--- src/rtl/dmem_access_ctrl_if.sv ---
// -----------------------------------------------------------------------------
// dmem_access_ctrl_if
// Data-memory request/acknowledge bus between the MEM-stage access sequencer
// and the data memory.
//   dm_req   : request, held until dm_ack
//   dm_we    : 1 = write, 0 = read
//   dm_addr  : word address (bits [1:0] always 0)
//   dm_wstrb : byte write enables (0 for reads)
//   dm_wdata : lane-replicated store data
//   dm_ack   : access complete, meaningful only while dm_req is 1
//   dm_rdata : read word, valid together with dm_ack
// master = sequencer side, slave = memory side.
// -----------------------------------------------------------------------------
interface dmem_access_ctrl_if;
    logic        dm_req;
    logic        dm_we;
    logic [31:0] dm_addr;
    logic [3:0]  dm_wstrb;
    logic [31:0] dm_wdata;
    logic        dm_ack;
    logic [31:0] dm_rdata;

    modport master (
        output dm_req, dm_we, dm_addr, dm_wstrb, dm_wdata,
        input  dm_ack, dm_rdata
    );

    modport slave (
        input  dm_req, dm_we, dm_addr, dm_wstrb, dm_wdata,
        output dm_ack, dm_rdata
    );
endinterface

--- src/rtl/dmem_access_ctrl.sv ---
// -----------------------------------------------------------------------------
// dmem_access_ctrl
// MEM-stage data-memory access sequencer. Takes the load/store controls held in
// the EX/MEM register, runs one req/ack transaction on the data-memory bus,
// builds byte strobes and lane-replicated store data, extracts and extends
// load data, and holds the pipeline with mem_stall until the access ends.
// Misaligned / illegal-size accesses and bus timeouts are flagged.
//
// Ports:
//   clk            : clock, rising edge
//   rst            : asynchronous reset, active low
//   MEM_MemRead    : load in MEM
//   MEM_MemWrite   : store in MEM (wins over MEM_MemRead)
//   MEM_funct3     : 0 B, 1 H, 2 W, 4 BU, 5 HU
//   MEM_alu_result : byte address
//   MEM_rs2_data   : store data
//   dm             : data-memory bus (master side)
//   mem_stall      : hold IF..EX/MEM registers
//   MEM_load_data  : extended load result, non-zero only in DONE
//   misalign_err   : 1-cycle pulse on misaligned / illegal-size access
//   bus_err        : 1-cycle pulse on a request timeout
// Parameter TIMEOUT: max REQ cycles without dm_ack (0 disables the timeout).
// -----------------------------------------------------------------------------
module dmem_access_ctrl #(
    parameter int TIMEOUT = 255
) (
    input  logic                       clk,
    input  logic                       rst,
    input  logic                       MEM_MemRead,
    input  logic                       MEM_MemWrite,
    input  logic [2:0]                 MEM_funct3,
    input  logic [31:0]                MEM_alu_result,
    input  logic [31:0]                MEM_rs2_data,
    dmem_access_ctrl_if.master         dm,
    output logic                       mem_stall,
    output logic [31:0]                MEM_load_data,
    output logic                       misalign_err,
    output logic                       bus_err
);

    typedef enum logic [1:0] {
        ST_IDLE = 2'd0,
        ST_REQ  = 2'd1,
        ST_DONE = 2'd2
    } state_t;

    // Counter value in the last REQ cycle allowed before a timeout fires.
    localparam logic [31:0] TMO_LAST = (TIMEOUT > 0) ? 32'(TIMEOUT - 1) : 32'd0;
    localparam logic        TMO_ON   = (TIMEOUT > 0) ? 1'b1 : 1'b0;

    state_t      state_r;
    logic [31:0] cnt_r;
    logic [1:0]  lane_r;
    logic [2:0]  f3_r;

    logic        op_s;
    logic        misalign_s;
    logic        timeout_hit_s;

    // Size 0/4 = byte, 1/5 = half, 2 = word; 3, 6, 7 are illegal sizes.
    function automatic logic is_misaligned(input logic [2:0] f3, input logic [1:0] a);
        logic r;
        case (f3)
            3'd0, 3'd4: r = 1'b0;
            3'd1, 3'd5: r = a[0];
            3'd2:       r = (a != 2'b00);
            default:    r = 1'b1;
        endcase
        return r;
    endfunction

    function automatic logic [3:0] store_strb(input logic [2:0] f3, input logic [1:0] a);
        logic [3:0] r;
        case (f3[1:0])
            2'd0:    r = 4'b0001 << a;
            2'd1:    r = a[1] ? 4'b1100 : 4'b0011;
            2'd2:    r = 4'b1111;
            default: r = 4'b0000;
        endcase
        return r;
    endfunction

    // The memory picks the lanes with dm_wstrb, so the data is simply replicated.
    function automatic logic [31:0] store_data(input logic [2:0] f3, input logic [31:0] d);
        logic [31:0] r;
        case (f3[1:0])
            2'd0:    r = {4{d[7:0]}};
            2'd1:    r = {2{d[15:0]}};
            2'd2:    r = d;
            default: r = 32'd0;
        endcase
        return r;
    endfunction

    function automatic logic [31:0] load_extend(input logic [2:0] f3, input logic [1:0] a,
                                                input logic [31:0] w);
        logic [7:0]  b;
        logic [15:0] h;
        logic [31:0] r;
        b = w[{a, 3'b000} +: 8];
        h = a[1] ? w[31:16] : w[15:0];
        case (f3)
            3'd0:    r = {{24{b[7]}}, b};
            3'd1:    r = {{16{h[15]}}, h};
            3'd2:    r = w;
            3'd4:    r = {24'd0, b};
            3'd5:    r = {16'd0, h};
            default: r = 32'd0;
        endcase
        return r;
    endfunction

    // Access classification and the combinational stall / error flags; all
    // gated by rst so nothing is visible while reset is asserted.
    always_comb begin
        op_s          = MEM_MemRead | MEM_MemWrite;
        misalign_s    = is_misaligned(MEM_funct3, MEM_alu_result[1:0]);
        timeout_hit_s = TMO_ON & (cnt_r == TMO_LAST);
        mem_stall     = 1'b0;
        misalign_err  = 1'b0;
        bus_err       = 1'b0;
        if (rst) begin
            case (state_r)
                ST_IDLE: begin
                    mem_stall    = op_s & ~misalign_s;
                    misalign_err = op_s & misalign_s;
                end
                ST_REQ: begin
                    mem_stall = 1'b1;
                    // An ack arriving in the timeout cycle takes precedence.
                    bus_err   = ~dm.dm_ack & timeout_hit_s;
                end
                default: begin
                    mem_stall = 1'b0;
                end
            endcase
        end else begin
            mem_stall = 1'b0;
        end
    end

    // Access FSM with registered bus outputs and load result.
    always_ff @(posedge clk or negedge rst) begin
        if (!rst) begin
            state_r       <= ST_IDLE;
            cnt_r         <= 32'd0;
            lane_r        <= 2'd0;
            f3_r          <= 3'd0;
            dm.dm_req     <= 1'b0;
            dm.dm_we      <= 1'b0;
            dm.dm_addr    <= 32'd0;
            dm.dm_wstrb   <= 4'd0;
            dm.dm_wdata   <= 32'd0;
            MEM_load_data <= 32'd0;
        end else begin
            case (state_r)
                ST_IDLE: begin
                    MEM_load_data <= 32'd0;
                    // Misaligned ops are dropped here: no request, no write.
                    if (op_s && !misalign_s) begin
                        dm.dm_req   <= 1'b1;
                        dm.dm_we    <= MEM_MemWrite;
                        dm.dm_addr  <= {MEM_alu_result[31:2], 2'b00};
                        dm.dm_wstrb <= MEM_MemWrite ? store_strb(MEM_funct3, MEM_alu_result[1:0])
                                                    : 4'd0;
                        dm.dm_wdata <= MEM_MemWrite ? store_data(MEM_funct3, MEM_rs2_data)
                                                    : 32'd0;
                        lane_r      <= MEM_alu_result[1:0];
                        f3_r        <= MEM_funct3;
                        cnt_r       <= 32'd0;
                        state_r     <= ST_REQ;
                    end
                end
                ST_REQ: begin
                    cnt_r <= cnt_r + 32'd1;
                    if (dm.dm_ack) begin
                        MEM_load_data <= load_extend(f3_r, lane_r, dm.dm_rdata);
                        dm.dm_req     <= 1'b0;
                        state_r       <= ST_DONE;
                    end else if (timeout_hit_s) begin
                        MEM_load_data <= 32'd0;
                        dm.dm_req     <= 1'b0;
                        state_r       <= ST_DONE;
                    end
                end
                ST_DONE: begin
                    // The old op is still on the MEM inputs; do not restart it.
                    MEM_load_data <= 32'd0;
                    state_r       <= ST_IDLE;
                end
                default: begin
                    dm.dm_req     <= 1'b0;
                    MEM_load_data <= 32'd0;
                    state_r       <= ST_IDLE;
                end
            endcase
        end
    end

endmodule

--- src/flat_wrapper.sv ---
// flat-port wrapper written by rule: the top's interface ports become plain ports
module dmem_access_ctrl_flat 
#(
    parameter int TIMEOUT = 255
)
  (clk, rst, MEM_MemRead, MEM_MemWrite, MEM_funct3, MEM_alu_result, MEM_rs2_data, mem_stall, MEM_load_data, misalign_err, bus_err, dm_dm_req, dm_dm_we, dm_dm_addr, dm_dm_wstrb, dm_dm_wdata, dm_dm_ack, dm_dm_rdata);
  dmem_access_ctrl_if dm_i ();
  input  logic clk;
  input  logic rst;
  input  logic MEM_MemRead;
  input  logic MEM_MemWrite;
  input  logic [2:0] MEM_funct3;
  input  logic [31:0] MEM_alu_result;
  input  logic [31:0] MEM_rs2_data;
  output logic mem_stall;
  output logic [31:0] MEM_load_data;
  output logic misalign_err;
  output logic bus_err;
  output wire logic [$bits(dm_i.dm_req)-1:0] dm_dm_req;
  output wire logic [$bits(dm_i.dm_we)-1:0] dm_dm_we;
  output wire logic [$bits(dm_i.dm_addr)-1:0] dm_dm_addr;
  output wire logic [$bits(dm_i.dm_wstrb)-1:0] dm_dm_wstrb;
  output wire logic [$bits(dm_i.dm_wdata)-1:0] dm_dm_wdata;
  input wire logic [$bits(dm_i.dm_ack)-1:0] dm_dm_ack;
  input wire logic [$bits(dm_i.dm_rdata)-1:0] dm_dm_rdata;
  assign dm_dm_req = dm_i.dm_req;
  assign dm_dm_we = dm_i.dm_we;
  assign dm_dm_addr = dm_i.dm_addr;
  assign dm_dm_wstrb = dm_i.dm_wstrb;
  assign dm_dm_wdata = dm_i.dm_wdata;
  assign dm_i.dm_ack = dm_dm_ack;
  assign dm_i.dm_rdata = dm_dm_rdata;
  dmem_access_ctrl #(.TIMEOUT(TIMEOUT)) u_core (.clk(clk), .rst(rst), .MEM_MemRead(MEM_MemRead), .MEM_MemWrite(MEM_MemWrite), .MEM_funct3(MEM_funct3), .MEM_alu_result(MEM_alu_result), .MEM_rs2_data(MEM_rs2_data), .dm(dm_i), .mem_stall(mem_stall), .MEM_load_data(MEM_load_data), .misalign_err(misalign_err), .bus_err(bus_err));
endmodule
--- config.mk ---
export PLATFORM = sky130hd
export DESIGN_NAME = dmem_access_ctrl_flat
export DESIGN_NICKNAME = d
export VERILOG_FILES = /design/src/rtl/dmem_access_ctrl_if.sv /design/src/rtl/dmem_access_ctrl.sv /design/src/flat_wrapper.sv
export SDC_FILE = /design/constraint.sdc
export NUM_CORES = 1
export LEC_CHECK = 0
export BUFFER_PORTS_ARGS = -buffer_cell sky130_fd_sc_hd__buf_4
export CAP_MARGIN = 5
export CORE_MARGIN = 2
export CORE_UTILIZATION = 50
export CTS_CLUSTER_DIAMETER = 40
export DETAILED_ROUTE_END_ITERATION = 6
export PLACE_DENSITY = 0.76
export SYNTH_ARGS = -nofsm -noshare
export SYNTH_HDL_FRONTEND = slang
export SYNTH_SLANG_ARGS = --single-unit
--- constraint.sdc ---
create_clock -name clk -period 5.7 [get_ports clk]
set_clock_uncertainty 0.05 [all_clocks]
set_input_delay 0.57 -clock clk [delete_from_list [all_inputs] [get_ports clk]]
set_output_delay 0.57 -clock clk [all_outputs]
set_load 0.05 [all_outputs]
==> results.env <==
WORSTSETUPSTARTPOINTTYPE='register'
DIE-WIDTH_UM=121
FLOORPLAN.ROWS=42
BUFFER_LEVELS_ON_THE_LONGEST_CLOCK_PATH=2
INITIAL_ANTENNA_VIOLATION_COUNT=0
WORST_MARGIN_SLEW_NS=1.23
FINAL_PERIOD_MINUS_WORST_SETUP_SLACK_NS=3.17
RATIO_OF_CELLS_WITH_DRIVE_ABOVE_1_IN_THE_FINAL_LAYOUT_PCT=27.8
GLOBAL_ROUTE_USAGE_OVER_ALL_LAYERS_PCT=27.5
SYNTHADDERAREAFRAC_PCT=0.366
IR_WORST_VDD_uV=298
TOTALPOWERFINAL_W=0.00406
CRITICAL_PATH_PEAK_FANOUT=5
SYNTH.FF_LATCH_COUNT=139
NUMBER_OF_GLOBAL_ROUTE_VIAS_BEFORE_REPAIR=6306
NUM_VIAS=6300
SYNTH_EDF_COUNT=0
INITIAL_UTIL_PCT=51.4
OUTCOME='finished, final reports clean'
PLACED_CELL_AREA_UM2=8470
POWER.SEQUENTIAL.FRACTION_PCT=33.5
MOSTFREQUENTLAYOUTCELL='nand2_1'
GRT.OVERFLOW.TOTAL=0
SYNTH_SIMPLE_GATE_AREA_SHARE_PCT=24.2
ASYNCSETRESETFLOPFRACSYNTH_PCT=100
POST_SYNTH_INST_COUNT=736
POWER.SWITCHING_W=0.00167
CTS_NUM_SINKS=139
INITIAL_DRC_COUNT=377
ROUTED_WIRELENGTH_MM=19.4
POST_SYNTHESIS_COMPOUND_GATE_AREA_FRACTION_PCT=14.3
TRITONCTS='yes'
MIN_PERIOD_OVER_PERIOD_PCT=55.7
MOSTFREQUENTLAYOUTCELLS='nand2_1, buf_4, dfrtp_1'
CLOCK_TREE.ROOT_CELL='clkbuf_16'
SYNTH_FLOP_CELL='dfrtp_1'
SLEW_HEADROOM_PCT=17.9
DIE_AREA_UM2=14600
CTS_MADE_BUFFERS=17
YOSYSWARNINGS=0
DOMINANT_COMBINATIONAL_CELL_FAMILY_BY_AREA_AFTER_SYNTHESIS='simple AND/OR/NAND/NOR gates'
CELLPOWERDENSITY_nW_PER_UM2=445
COUNT_OF_UNIQUE_LIBRARY_CELLS_INSTANTIATED_BY_YOSYS=53
WORSTSKEWPAIRLATENCY_NS=0.43
HTREE_NUM_LEVELS=4
SETUP_TOTAL_NEGATIVE_SLACK_NS=0
SETUP-VIOLATIONS-FINAL=0
SYN_AREA_PER_CELL_UM2=9.29
DRTANTENNAVIOLNETS=0
POSTCTSHOLDBUFS=0
P_LEAK_nW=4.74
FILLER_CELLS=1068
IOS=209
GRT_SETUP_UNREPAIRED='no'
POWER.SHARE.SWITCHING_PCT=41.2
CAP_VIOL_MAX_COUNT=0
HOLD_CLASS='in -> async'
CTS_SETUP_BUFFERS=0
TIMING.FMAX_MHz=315
MAPPEDNETLISTAREA_UM2=6840
PLACE.GP.CONGESTION=0.850
VIAS_PER_CELL=5.67
STDCELL_AREA_UM2=9110
POWER.INTERNAL_W=0.00239
GRT_MAX_DEGREE=110
SYN_TO_FINAL_GROWTH_PCT=33.2
ARRIVAL_NS=2.55
HPWL_AFTER_DPL_MM=13.6
TIMING.SETUP.CRITICAL_PATH_CLASS='reg -> out'
SEQ_AREA_FRAC_SYNTH_PCT=50.9
NUMBER_OF_RESIZED_INSTANCES_IN_THE_POST_CTS_REPAIR_STEP=0
NUMPORTBUFFERS=206
HOLDWS_NS=0.0744
POST_SYNTH_MUX_AREA_SHARE_PCT=6.83
YOSYS.AREA_SHARE.XOR_XNOR_PCT=0
COMBPWRFRAC_PCT=37.7
TIMING.CRITICAL_PATH.REQUIRED_NS=5.08
DESIGN.FINAL.NETS=1028
WORST_SETUP_HOLD_PATH_CLK_SLEW_NS=0.06
ROUTE.DETAILED.DRC=0
HOLD_VIOL_FINAL=0
CRITICAL_PATH_END_TYPE='primary output'
DIE_HEIGHT_UM=121
DIODES=0
GRT_PASS1_WL_MM=31.7
REPORT.FINAL.SLEW_VIOL_COUNT=0
DR.PASS1.ITERS=5
POWER_FRAC_CLOCK_PCT=28.7
FLOORPLAN.CORE_AREA_UM2=13300
ROUTEDWLPERCELL_UM=17.5
-- cell usage after synthesis (3+ instances only) --
cell       instances  area share (%)
a211o_1            8             1.0
a21o_1             4            0.44
a21oi_1           17             1.2
a22o_1            26             3.3
a22oi_1            8            0.88
a31oi_1            5            0.46
and3_1             3            0.27
and4_1             4            0.51
buf_1              4            0.22
buf_2             12            0.88
clkbuf_1          28             1.5
dfrtp_1          139              51
inv_1              7            0.38
mux2i_1           41             6.0
nand2_1          233              13
nand2b_1          12             1.1
nand3_1           41             3.0
nand4_1            9            0.82
nor2_1            14            0.77
nor2b_1           12             1.1
nor3_1             6            0.44
nor4_1             7            0.64
o21ai_0           29             2.1
o2bb2ai_1         24             3.1
or4_1              4            0.44
or4_4              3            0.49
-- flip-flops by register name, summed over array words and instances, names as in the netlist --
name,flops
u_core.dm.dm_we,1
u_core.f3_r,3
u_core.dm.dm_wdata,32
u_core.dm.dm_wstrb,4
u_core.dm.dm_req,1
u_core.dm.dm_addr,30
u_core.MEM_load_data,32
u_core.lane_r,2
u_core.state_r,2
u_core.cnt_r,32
-- critical path, stage by stage (launching register included) --
cell and delay [ns]:
dfrtp_1 0.42, inv_1 0.11, ha_1 0.14, or4b_1 0.48
nor4_4 0.34, nand2_1 0.11, nor4_1 0.27, buf_4 0.27
-- layer usage --
metal / GRT usage [%] / vias to the layer above / part of all wire, %
met5: 0 / - / 0
met1: 35.2 / 3065 / 41
met2: 43.4 / 265 / 48
met4: 9.81 / 0 / 2.2
met3: 9.45 / 32 / 8.4
li1: - / 2938 / -
-- final timing paths --
path / startpoint / depth (start not counted) / end / slack [ns]
hold reg to reg: u_core.dm.dm_wdata[30] / 2 / u_core.dm.dm_wdata[30] / 0.41
hold / removal: rst / 1 / u_core.cnt_r[31] / 0.07
setup / recovery: u_core.cnt_r[0] / 7 / bus_err / 2.53
max in group asynchronous: rst / 2 / u_core.dm.dm_wdata[23] / 4.10
min in group clk: MEM_alu_result[19] / 3 / u_core.dm.dm_addr[19] / 0.28
setup reg to reg: u_core.lane_r[1] / 4 / u_core.MEM_load_data[23] / 2.67
-- per-stage QoR --
stage / setup WS, ns / cells / util (%)
2_1_floorplan: 2.14 / 737 / -
3_3_place_gp: 2.86 / 1078 / 63.7
3_5_place_dp: 2.74 / 1078 / 63.7
4_1_cts: 2.50 / 1110 / 68.5
5_1_grt: 2.37 / 1111 / 68.5
6_report: 2.53 / 1111 / 68.5
-- power groups by stage --
stage                     combinational [W]  clock [W]  sequential (W)
after detailed placement            0.00153          0         0.00137
final                               0.00153    0.00117         0.00136
after global placement              0.00151          0         0.00136
after global routing                0.00164    0.00122         0.00139
after floorplan                    0.000488          0         0.00190
after CTS                           0.00154    0.00118         0.00136
-- area by class of cell --
type                       instances  area [µm²]  share of cell area [%]
timing repair buffer             213        1600                    17.6
sequential                       139        3480                    38.2
tap                              176         220                    2.42
multi-input combinational        544        3150                    34.6
clock inverter                    12         163                    1.79
clock buffer                      20         467                    5.12
inverter                           7        26.3                   0.288
-- kinds of logic after synthesis --
family                   after synthesis
AND/OR/NAND/NOR                      361
buffers and inverters                 54
other                                  1
multiplexers                          44
flip-flops                           139
adder cells (fa/ha/maj)                2
AO/OA/AOI/OAI                        135
Note: power is estimated with default switching activity, not from simulation.
